### src/rtl/mac_pkg.sv
// Shared definitions for the signed multiply-accumulate block.
package mac_pkg;

  // Default operand/result widths and the fixed pipeline depth.
  localparam int DEF_A_W = 25;
  localparam int DEF_B_W = 18;
  localparam int DEF_P_W = 48;
  localparam int LATENCY = 3;

  // Result word at default width.
  typedef logic signed [DEF_P_W-1:0] acc_t;

endpackage

### src/rtl/mac_if.sv
// Data/enable bundle of the MAC: operands and clock enable in, result and
// cascade out. PCOUT of one instance may be wired straight to PCIN of the next.
interface mac_if #(
  parameter int A_W = mac_pkg::DEF_A_W,
  parameter int B_W = mac_pkg::DEF_B_W,
  parameter int P_W = mac_pkg::DEF_P_W
);
  logic                  CE;
  logic signed [A_W-1:0] A;
  logic signed [B_W-1:0] B;
  logic signed [P_W-1:0] PCIN;
  logic signed [P_W-1:0] P;
  logic signed [P_W-1:0] PCOUT;

  modport master (output CE, output A, output B, output PCIN,
                  input  P,  input  PCOUT);
  modport slave  (input  CE, input  A, input  B, input  PCIN,
                  output P,  output PCOUT);
endinterface

### src/rtl/mac_mult.sv
// Two-stage signed multiplier: operand registers, then product register.
module mac_mult
  import mac_pkg::*;
#(
  parameter int A_W = DEF_A_W,
  parameter int B_W = DEF_B_W
) (
  input  logic                      CLK,
  input  logic                      SCLR,
  input  logic                      CE,
  input  logic signed [A_W-1:0]     a,
  input  logic signed [B_W-1:0]     b,
  output logic signed [A_W+B_W-1:0] prod_p1
);

  localparam int M_W = A_W + B_W;

  logic signed [A_W-1:0] a_p0;
  logic signed [B_W-1:0] b_p0;
  logic signed [M_W-1:0] a_ext;
  logic signed [M_W-1:0] b_ext;
  logic signed [M_W-1:0] prod;

  // Stage 1: capture operands.
  always_ff @(posedge CLK or posedge SCLR) begin
    if (SCLR) begin
      a_p0 <= '0;
      b_p0 <= '0;
    end else if (CE) begin
      a_p0 <= a;
      b_p0 <= b;
    end
  end

  // Both factors are sign-extended to the full product width so the
  // multiply is computed at A_W+B_W bits with correct signed results.
  assign a_ext = M_W'(a_p0);
  assign b_ext = M_W'(b_p0);
  assign prod  = a_ext * b_ext;

  // Stage 2: capture the product.
  always_ff @(posedge CLK or posedge SCLR) begin
    if (SCLR) begin
      prod_p1 <= '0;
    end else if (CE) begin
      prod_p1 <= prod;
    end
  end

endmodule

### src/rtl/mac.sv
// Signed MAC top: P = A*B + PCIN, 3 register stages, wraps modulo 2^P_W.
// Build option MAC_PCIN_EN: when defined the PCIN addend path is built;
// when undefined P = A*B and PCIN is ignored (latency unchanged).
module mac
  import mac_pkg::*;
#(
  parameter int A_W = DEF_A_W,
  parameter int B_W = DEF_B_W,
  parameter int P_W = DEF_P_W
) (
  input logic  CLK,
  input logic  SCLR,
  mac_if.slave bus
);

  localparam int M_W = A_W + B_W;

  // Product is widened with its sign before the add; the add itself wraps.
  function automatic logic signed [P_W-1:0] sext_prod(input logic signed [M_W-1:0] x);
    return P_W'(x);
  endfunction

  logic signed [M_W-1:0] prod_p1;
  logic signed [P_W-1:0] sum_p1;
  logic signed [P_W-1:0] p_p2;

  mac_mult #(
    .A_W (A_W),
    .B_W (B_W)
  ) u_mult (
    .CLK     (CLK),
    .SCLR    (SCLR),
    .CE      (bus.CE),
    .a       (bus.A),
    .b       (bus.B),
    .prod_p1 (prod_p1)
  );

`ifdef MAC_PCIN_EN
  logic signed [P_W-1:0] pcin_p0;
  logic signed [P_W-1:0] pcin_p1;

  // Stage 1/2: delay PCIN alongside the multiplier's two stages.
  always_ff @(posedge CLK or posedge SCLR) begin
    if (SCLR) begin
      pcin_p0 <= '0;
      pcin_p1 <= '0;
    end else if (CE_en()) begin
      pcin_p0 <= bus.PCIN;
      pcin_p1 <= pcin_p0;
    end
  end

  assign sum_p1 = sext_prod(prod_p1) + pcin_p1;
`else
  logic unused_pcin;
  assign unused_pcin = ^bus.PCIN;
  assign sum_p1      = sext_prod(prod_p1);
`endif

  function automatic logic CE_en();
    return bus.CE;
  endfunction

  // Stage 3: register the sum as the result.
  always_ff @(posedge CLK or posedge SCLR) begin
    if (SCLR) begin
      p_p2 <= '0;
    end else if (bus.CE) begin
      p_p2 <= sum_p1;
    end
  end

  assign bus.P     = p_p2;
  assign bus.PCOUT = p_p2;

endmodule

### src/flat_wrapper.sv
// flat-port wrapper written by rule: the top's interface ports become plain ports
module mac_flat import mac_pkg::*;
#(
  parameter int A_W = DEF_A_W,
  parameter int B_W = DEF_B_W,
  parameter int P_W = DEF_P_W
)
  (CLK, SCLR, bus_CE, bus_A, bus_B, bus_PCIN, bus_P, bus_PCOUT);
  mac_if #(.A_W(A_W), .B_W(B_W), .P_W(P_W)) bus_i ();
  input logic CLK;
  input logic SCLR;
  input wire logic [$bits(bus_i.CE)-1:0] bus_CE;
  input wire logic [$bits(bus_i.A)-1:0] bus_A;
  input wire logic [$bits(bus_i.B)-1:0] bus_B;
  input wire logic [$bits(bus_i.PCIN)-1:0] bus_PCIN;
  output wire logic [$bits(bus_i.P)-1:0] bus_P;
  output wire logic [$bits(bus_i.PCOUT)-1:0] bus_PCOUT;
  assign bus_i.CE = bus_CE;
  assign bus_i.A = bus_A;
  assign bus_i.B = bus_B;
  assign bus_i.PCIN = bus_PCIN;
  assign bus_P = bus_i.P;
  assign bus_PCOUT = bus_i.PCOUT;
  mac #(.A_W(A_W), .B_W(B_W), .P_W(P_W)) u_core (.CLK(CLK), .SCLR(SCLR), .bus(bus_i));
endmodule
### config.mk
export PLATFORM = sky130hd
export DESIGN_NAME = mac_flat
export DESIGN_NICKNAME = d
export VERILOG_FILES = /design/src/rtl/mac_pkg.sv /design/src/rtl/mac_if.sv /design/src/rtl/mac_mult.sv /design/src/rtl/mac.sv /design/src/flat_wrapper.sv
export SDC_FILE = /design/constraint.sdc
export NUM_CORES = 1
export LEC_CHECK = 0
export BUFFER_PORTS_ARGS = -buffer_cell sky130_fd_sc_hd__buf_2
export CORE_MARGIN = 2
export CORE_UTILIZATION = 60
export DETAILED_ROUTE_END_ITERATION = 10
export PLACE_DENSITY_LB_ADDON = 0.3
export SETUP_SLACK_MARGIN = 0.4
export SKIP_CTS_REPAIR_TIMING = 1
export SLEW_MARGIN = 20
export SYNTH_ARGS = -nofsm -noshare
export SYNTH_HDL_FRONTEND = slang
export SYNTH_SLANG_ARGS = --single-unit
export TNS_END_PERCENT = 20
### constraint.sdc
create_clock -name CLK -period 7.73 [get_ports CLK]
set_input_delay 0.3865 -clock CLK [delete_from_list [all_inputs] [get_ports CLK]]
set_output_delay 0.3865 -clock CLK [all_outputs]
set_load 0.02 [all_outputs]
==> flow_summary.toml <==
[yosys]
avgSynthCellArea_sq_um = 9.81
synth_async_sr_flop_share_pct = 100
synth_area_leaders = "fa_1 42%, dfrtp_1 15%, inv_1 9.1%, ha_1 6.3%, mux2_2 6.2%"
yosys_warnings = 0
synth_nets = 2794
synth_simple_gate_area_share_pct = 12.0
syn_inst = 2152
ys_types = 59
synth_xor_area_share_pct = 1.70
synthAdderAreaFrac_pct = 48.2
synthesis.area_sq_um = 21100
synth_top_area_share_pct = 41.8
synth_flop_cell = "dfrtp_1"
synth-compound-area-share_pct = 3.68
ys_ff_latch = 129
synthMuxAreaShare_pct = 6.26
yosysSeqAreaShare_pct = 15.3
synth_edf_count = 0
synth_top_area_cell = "fa_1"
synth_top_family_by_area = "adder cells"

[sta]
fin_crit_sh_pct = 92.1
fin_skew_ps = 14.5
setup_violations = 0
tightest_slew_ps = 1010
tns_ps = 0
timing.hold.ws_ps = 63.4
drv_slew = 0
finalHoldViolations = 0
relSlewSlack_pct = 32.5
period_minus_slack_ps = 7120
fmax_mhz = 140
rsz0062_at_grt = "true"

[drt]
routed_wl_microns = 48100
drtIter0Drc = 674
drc_errors = 0
ant_nets = 0
dr.pass1.iters = 5
avgRoutedWirePerCell_microns = 18.1
vias = 14432
vias_per_cell = 5.44

[layout]
layout_commonest_cell = "inv_1"
seq_area_sq_um = 3240
layout.nets = 2827
area_growth_pct = 6.31
multi_input_area_sq_um = 15200
layout-drive-gt1-share_pct = 15.7
final.fill_count = 2723
layout_common_cells = "510 x inv_1, 441 x fa_1, 290 x nand2_1"
n_antenna_cell = 0

[grt]
grt.total_usage_pct = 28.4
grt_pass1_vias = 16117
use_met1_pct = 31.9
grt.busiest_layer = "met2"
grt_pass1_wl_microns = 79100
use_met3_pct = 4.22
grt_overflow = 0
antenna_found_initial = 0
grt.met2_usage_pct = 52.3
grt_max_degree = 81

[worst_setup_path]
rrSetupSlack_ps = 610
critPathKind = "reg2reg"
crit_arrival_ps = 7450
cp_max_fo = 16
critPathLaunch = "u_core.u_mult.b_p0[12]"
cp-start-kind = "flip-flop"
end_kind = "flip-flop"
r2r_start = "u_core.u_mult.b_p0[12]"
cp.required_ps = 8060

[clock_tree]
worstSkewPairLatency_ps = 450
cts_buffers = 17
root_buffer = "clkbuf_16"
ctsLongestPathBuffers = 2
clock-sinks = 129
cts_tree = "yes"
cts.htree.levels = 4
path_clk_slew_ps = 60

[floorplanning]
die_area_sq_um = 36700
row_count = 68
pin_count = 190
die_y_microns = 192
start_util_pct = 60.9
core_area_sq_um = 34600
die-width_microns = 192

[placed_design]
portBuffers = 141
globalplace.congestion = 0.881
dpl.hpwl_microns = 38600

[min_path]
hp-class = "in2async"

[job]
maxCapViolations = 0

[status]
status = "complete, no violations"
[area by class of cell]
type	count	area share, %
multi-input cells	1352	67.6
flip-flops and latches	129	14.4
inverters	512	8.59
repair buffers	173	4.23
well taps	455	2.54
clock buffers	19	1.97
clock inverters	13	0.686
[kinds of logic (layout without fill, tap and decap cells)]
group | Yosys count | in the layout
AO/OA/AOI/OAI | 110 | 110
XOR/XNOR | 41 | 41
adder cells (fa/ha/maj) | 548 | 548
buffers and inverters | 671 | 717
flip-flops | 129 | 129
multiplexers | 117 | 117
AND/OR/NAND/NOR | 536 | 536
[Yosys cell counts (all sizes together) (2+ instances only)]
cell type / n
nand4: 6
a211o: 3
or3: 2
inv: 511
a21oi: 35
nand2: 290
xor2: 9
o211ai: 5
and2: 162
ha: 107
a21o: 8
a31o: 2
o21ai: 22
buf: 54
a31oi: 4
xnor2: 32
nand2b: 8
nand3: 9
fa: 441
clkbuf: 105
a221oi: 2
o21a: 3
a211oi: 4
and4: 4
mux2: 117
a21boi: 2
nor3: 7
nor2b: 2
dfrtp: 129
nor2: 42
o21bai: 8
a32oi: 2
[flip-flops by register name, summed over array words and instances (netlist names)]
name and flops:
u_core.u_mult.prod_p1 43, u_core.bus.P 43, u_core.u_mult.b_p0 18, u_core.u_mult.a_p0 25
[stage by stage]
stage | cell area (sq um) | instances | setup slack [ps] | util (%)
2_1_floorplan | 21100 | 2152 | 1460 | -
3_3_place_gp | 21800 | 2621 | 663 | 63.0
3_5_place_dp | 21800 | 2621 | 543 | 63.0
4_1_cts | 22400 | 2653 | 504 | 64.8
5_1_grt | 22400 | 2653 | 355 | 64.8
6_report | 22400 | 2653 | 609 | 64.8
[critical path, stage by stage, from the launching register on]
cell and delay, ps:
dfrtp_1 850, buf_4 270, nand2_1 80, fa_1 580
inv_1 60, fa_1 550, fa_1 460, fa_1 490
fa_1 500, inv_1 50, fa_1 500, inv_1 50
ha_1 370, and4_1 270, and4_2 300, nand3b_1 100
a31oi_1 470, nor2_1 120, o21ai_0 360, a31oi_1 160
xnor2_1 140, mux2_2 260
[per-layer routing]
| metal | up-vias | wire, microns |
|---|---|---|
| met5 | - | 0 |
| met4 | 0 | 2520 |
| met3 | 166 | 2590 |
| met2 | 514 | 25500 |
| met1 | 7423 | 17500 |
| li1 | 6329 | - |
[worst paths after layout]
| path | end | cells past startpoint |
|---|---|---|
| worst min register to register | u_core.bus.P[16] | 1 |
| max in group asynchronous | u_core.u_mult.b_p0[5] | 3 |
| worst max register to register | u_core.u_mult.prod_p1[35] | 21 |
| worst max-delay path | u_core.u_mult.prod_p1[35] | 21 |
| worst min-delay path | u_core.u_mult.prod_p1[38] | 2 |
| min in group CLK | u_core.u_mult.a_p0[13] | 2 |
Power is not shown: default switching activity piles up to over one toggle a cycle in this logic, so the estimate is an artifact.
